<file path="src/rtl/fifo_wm.sv">
// Single-clock FIFO with exact occupancy, watermarks, synchronous flush and sticky error flags.
// Supports any depth from 1 upward and an optional fall-through path when empty.
module fifo_wm #(
  parameter int unsigned DATA_WIDTH   = 32,
  parameter int unsigned DEPTH        = 8,
  parameter bit          FALL_THROUGH = 1'b0,
  parameter int unsigned AF_THRESH    = DEPTH - 1,
  parameter int unsigned AE_THRESH    = 1,
  localparam int unsigned CNT_W       = $clog2(DEPTH + 1)
) (
  input  logic                  clk_i,
  input  logic                  rst_i,
  input  logic                  flush_i,
  input  logic                  err_clr_i,
  input  logic                  push_i,
  input  logic [DATA_WIDTH-1:0] data_i,
  input  logic                  pop_i,
  output logic [DATA_WIDTH-1:0] data_o,
  output logic                  full_o,
  output logic                  empty_o,
  output logic [CNT_W-1:0]      usage_o,
  output logic                  alm_full_o,
  output logic                  alm_empty_o,
  output logic                  ovf_o,
  output logic                  udf_o
);

  localparam int unsigned PW = (DEPTH > 1) ? $clog2(DEPTH) : 1;
  localparam logic [PW-1:0] LastIdx = PW'(DEPTH - 1);

  logic [PW-1:0]         wr_ptr_q, wr_ptr_d, rd_ptr_q, rd_ptr_d;
  logic [CNT_W-1:0]      count_q, count_d;
  logic                  ovf_q, ovf_d, udf_q, udf_d;
  logic                  pass_through, push_eff, pop_eff, wr_en;
  logic                  ovf_evt, udf_evt;
  logic [DATA_WIDTH-1:0] head;

  assign full_o      = (count_q == CNT_W'(DEPTH));
  assign empty_o     = (count_q == '0);
  assign usage_o     = count_q;
  assign alm_full_o  = (count_q >= CNT_W'(AF_THRESH));
  assign alm_empty_o = (count_q <= CNT_W'(AE_THRESH));
  assign ovf_o       = ovf_q;
  assign udf_o       = udf_q;

  // An empty fall-through FIFO hands the word straight to a same-cycle pop.
  assign pass_through = FALL_THROUGH && empty_o && push_i && pop_i;
  assign pop_eff      = pop_i && !empty_o;
  assign push_eff     = push_i && (!full_o || pop_eff) && !pass_through;
  assign wr_en        = push_eff && !flush_i;
  assign ovf_evt      = push_i && full_o && !pop_eff && !flush_i;
  assign udf_evt      = pop_i && empty_o && !pass_through && !flush_i;

  assign data_o = (FALL_THROUGH && empty_o && push_i) ? data_i : head;

  always_comb begin
    wr_ptr_d = wr_ptr_q;
    rd_ptr_d = rd_ptr_q;
    count_d  = count_q;
    ovf_d    = ovf_q;
    udf_d    = udf_q;
    if (flush_i) begin
      wr_ptr_d = '0;
      rd_ptr_d = '0;
      count_d  = '0;
    end else begin
      if (push_eff) wr_ptr_d = (wr_ptr_q == LastIdx) ? '0 : wr_ptr_q + PW'(1);
      if (pop_eff)  rd_ptr_d = (rd_ptr_q == LastIdx) ? '0 : rd_ptr_q + PW'(1);
      unique case ({push_eff, pop_eff})
        2'b10:   count_d = count_q + CNT_W'(1);
        2'b01:   count_d = count_q - CNT_W'(1);
        default: count_d = count_q;
      endcase
    end
    if (err_clr_i) begin
      ovf_d = 1'b0;
      udf_d = 1'b0;
    end
    // A fresh error in the clearing cycle takes priority.
    if (ovf_evt) ovf_d = 1'b1;
    if (udf_evt) udf_d = 1'b1;
  end

  always_ff @(posedge clk_i) begin
    if (rst_i) begin
      wr_ptr_q <= '0;
      rd_ptr_q <= '0;
      count_q  <= '0;
      ovf_q    <= 1'b0;
      udf_q    <= 1'b0;
    end else begin
      wr_ptr_q <= wr_ptr_d;
      rd_ptr_q <= rd_ptr_d;
      count_q  <= count_d;
      ovf_q    <= ovf_d;
      udf_q    <= udf_d;
    end
  end

  if (DEPTH == 1) begin : g_single
    logic [DATA_WIDTH-1:0] mem_q;
    always_ff @(posedge clk_i) begin
      if (wr_en) mem_q <= data_i;
    end
    assign head = mem_q;
  end else begin : g_multi
    logic [DATA_WIDTH-1:0] mem_q [DEPTH];
    always_ff @(posedge clk_i) begin
      if (wr_en) mem_q[wr_ptr_q] <= data_i;
    end
    assign head = mem_q[rd_ptr_q];
  end

`ifndef SYNTHESIS
  always_ff @(posedge clk_i) begin
    assert (DEPTH >= 1) else $error("fifo_wm: DEPTH must be >= 1");
    assert (AF_THRESH >= 1 && AF_THRESH <= DEPTH) else $error("fifo_wm: AF_THRESH out of range");
    assert (AE_THRESH < DEPTH) else $error("fifo_wm: AE_THRESH out of range");
    if (!rst_i) begin
      assert (count_q <= CNT_W'(DEPTH)) else $error("fifo_wm: count exceeds DEPTH");
    end
  end
`endif

endmodule
</file>
<file path="config.mk">
export PLATFORM = sky130hd
export DESIGN_NAME = fifo_wm
export DESIGN_NICKNAME = d
export VERILOG_FILES = /design/src/rtl/fifo_wm.sv
export SDC_FILE = /design/constraint.sdc
export NUM_CORES = 1
export LEC_CHECK = 0
export CAP_MARGIN = 0
export CORE_ASPECT_RATIO = 0.5
export CORE_MARGIN = 3
export CORE_UTILIZATION = 35
export DETAILED_ROUTE_END_ITERATION = 6
export PLACE_DENSITY = 0.52
export SLEW_MARGIN = 10
export SYNTH_ARGS = -nofsm -noshare
export SYNTH_HDL_FRONTEND = slang
export SYNTH_SLANG_ARGS = --single-unit
</file>
<file path="constraint.sdc">
create_clock -name clk_i -period 5.2 [get_ports clk_i]
set_clock_uncertainty 0.1 [all_clocks]
set_input_delay 1.04 -clock clk_i [delete_from_list [all_inputs] [get_ports clk_i]]
set_output_delay 1.04 -clock clk_i [all_outputs]
set_load 0.05 [all_outputs]
</file>
==> metrics.md <==
| Metric | Value |
|---|---|
| Outcome | completed |
| Post-synthesis average cell area | 22.33 sq um |
| Final Hold Viols | 0 |
| Routed wire length per instance | 20.31 microns |
| Hold Buf Count CTS | 0 |
| Worst Path Arrival | approximately 3.1 ns |
| Clk buf depth | 3 |
| RD Place Congestion | 0.6615 |
| Initial Util | a little over a third |
| PostCTS Resize Cnt | 0 |
| P&R area growth vs syn | 19.94% |
| Global-route wire length before repair | 31.03 mm |
| Die height | 129.2 microns |
| Die area | 32620 sq um |
| Worst-Skew Late Latency | ~0.50 ns |
| Distinct cells, synth | 38 |
| Lkg Pwr | 3.981 nW |
| Fin cells | 982 |
| Layout cells sized above 1 | roughly a fifth |
| Most frequent cells in the layout | edfxtp_1 (256), clkdlybuf4s50_1 (79), mux4_1 (40), mux2_2 (32), clkbuf_16 (25) |
| Worst r2r src | usage_o[1] |
| Cell Area, Placed | 12000 sq um |
| Flops & latches, synth | about 270 |
| Ports | 80 |
| Synth warn | 0 |
| Routed vias | 4845 |
| Fmax | around 0.23 GHz |
| Power, Total | 4.375 mW |
| Congestion Overflow GR | 0 |
| Port bufs | 79 |
| Antenna violations before repair | 0 |
| Drt first pass iters | 4 |
| Nets | 619 |
| Max-Cap Viols | 0 |
| Multi-input gate area | 2540 sq um |
| Tcrit/Tclk final | ~80% |
| CP Cell Sequence | buf_4 -> mux4_1 -> mux2_2 -> clkdlybuf4s50_1 |
| Placed cells | 938 |
| # DRC | 0 |
| Final setup vio count | 0 |
| CP max stage cell | dfxtp_4 |
| CP endpoint kind | primary output |
| Worst Hold Launch | udf_o |
| Slew Viols, Final | 0 |
| Slowest stage delay, CP | 0.72 ns |
| RSZ-0062 raised after global routing | false |
| Dpl hpwl | 11.93 mm |
| Row cnt | 44 |
| Antenna-violating nets left | 0 |
| Slew @ Worst Pin | 1.106 ns |
| GRT Util Overall | 12.40% |
| Register Area | 7994 sq um |
| Worst path required time | 4.06 ns |
| Cell area after synthesis | about 11000 sq um |
| N_diodes | 0 |
| Mapped Nets | around 520 |
| CTS buffer count | 25 |
| Fillers | about 2.5k |
| Clk root buf | clkbuf_16 |
| Seq/Total Area, Yosys | roughly 75% |
| Hold Path Class | flip-flop to flip-flop |
| Hold_ws | 0.3734 ns |
| Pwr dens | about 340 nW/um^2 |
| Maximum vdd drop | 0.0002184 V |
| Clk slew on worst S/H paths | 0.06 ns |
| Setup Fix Bufs, Post-CTS | 0 |
| Minimum clock period | between 4 and 5 ns |
| CORE AREA | around 29000 sq um |
| Worst-path fanout max | 30 |
| H-tree levels | 1 |
| Vias in the first global route | 5188 |
| CTS tree | built |
| Most common cell after layout, fill and taps aside | edfxtp_1 |
| Kind of start point of the critical path | flip-flop |
| Final wirelength | 19.94 mm |
| Num Clock Sinks | 271 |
| Fin area | 12750 sq um |
| Die width | 252.5 microns |
| Cells after Synth | 476 |
| Detailed Route Iter0 Violations | 369 |
| Via density | 4.934 |
| Worst setup path category | flip-flop to primary output |
| Setup TNS | 0 ns |
| Largest net degree at the start of global routing | 51 |
| Slew headroom | 26.24% |
==> state kept, by name, summed over array words and instances (netlist names), named ones only <==
signal         count
wr_ptr_q           3
udf_o              1
ovf_o              1
usage_o            4
g_multi.mem_q    256
rd_ptr_q           3
==> final cells by class <==
| type | instances | area share [%] |
|---|---|---|
| Inverter | 2 | 0.05889 |
| Multi-Input combinational cell | 180 | 19.92 |
| Clock buffer | 32 | 5.113 |
| Tap cell | 391 | 3.837 |
| Timing Repair Buffer | 94 | 7.577 |
| Clock inverter | 12 | 0.7852 |
| Sequential cell | 271 | 62.70 |
==> cells in the mapped netlist, drive strengths merged <==
| library cell | n | area share (%) |
|---|---|---|
| nand3 | 1 | 0.047 |
| a21oi | 10 | 0.47 |
| or3 | 5 | 0.29 |
| o221ai | 1 | 0.082 |
| and2 | 2 | 0.12 |
| o21ai | 2 | 0.13 |
| o32a | 1 | 0.094 |
| edfxtp | 256 | 72 |
| nand3b | 3 | 0.21 |
| buf | 19 | 1.3 |
| mux2 | 32 | 3.4 |
| or3b | 2 | 0.16 |
| a311oi | 1 | 0.082 |
| nor2b | 2 | 0.12 |
| xor2 | 1 | 0.082 |
| or4 | 1 | 0.071 |
| o211ai | 1 | 0.071 |
| clkbuf | 4 | 0.14 |
| mux2i | 2 | 0.19 |
| nand2 | 15 | 0.53 |
| a31oi | 1 | 0.059 |
| mux4 | 64 | 15 |
| nor2 | 11 | 0.39 |
| ha | 7 | 0.82 |
| a2111o | 1 | 0.11 |
| nor3 | 4 | 0.19 |
| o221a | 1 | 0.11 |
| o22ai | 1 | 0.059 |
| or2 | 1 | 0.059 |
| dfxtp | 15 | 2.8 |
| inv | 2 | 0.071 |
| nand4bb | 1 | 0.11 |
| a21o | 1 | 0.071 |
| nand2b | 5 | 0.29 |
==> path summary, 6_finish.rpt <==
kind	end	slack, ns	cells after the start
worst max-delay path	data_o[28]	0.92	4
worst min-delay path	udf_o	0.37	2
worst max register to register	g_multi.mem_q[5][13]	2.20	7
worst min register to register	udf_o	0.37	2
==> kinds of logic after synthesis <==
logic type,Yosys count,share of synthesized area (%)
flops,271,75.15
mux,98,18.55
simple gates,53,2.590
buf+inv,25,1.471
compound gates,21,1.330
fa+ha+maj,7,0.8240
xor+xnor,1,0.08242
==> worst max-delay path, delay by kind of cell, from the launching register on <==
family   cells  cell delay, ns
buf+inv      2            1.04
mux          2            0.87
flops        1            0.72
==> report_power, final <==
group          switching (mW)  internal, mW  total [mW]
Combinational           0.146         0.104       0.250
Sequential             0.0112          2.41        2.42
Clock                   0.731         0.978        1.71
==> per-stage QoR <==
stage                     worst slack, ns  utilization, %
after global placement              1.281           40.73
after CTS                          0.8140           43.28
after detailed placement            1.193           40.73
after global routing               0.7740           43.28
after floorplan                    0.6842               -
final                              0.9167           43.28
==> per-layer routing <==
metal	track usage (%)	part of all wire (%)	vias up
met5	0	0	-
met4	2.776	1.6	0
met3	2.026	2.9	25
met2	20.73	49	78
met1	17.34	47	2523
li1	-	-	2219
Power figures use the tool's default switching activity.
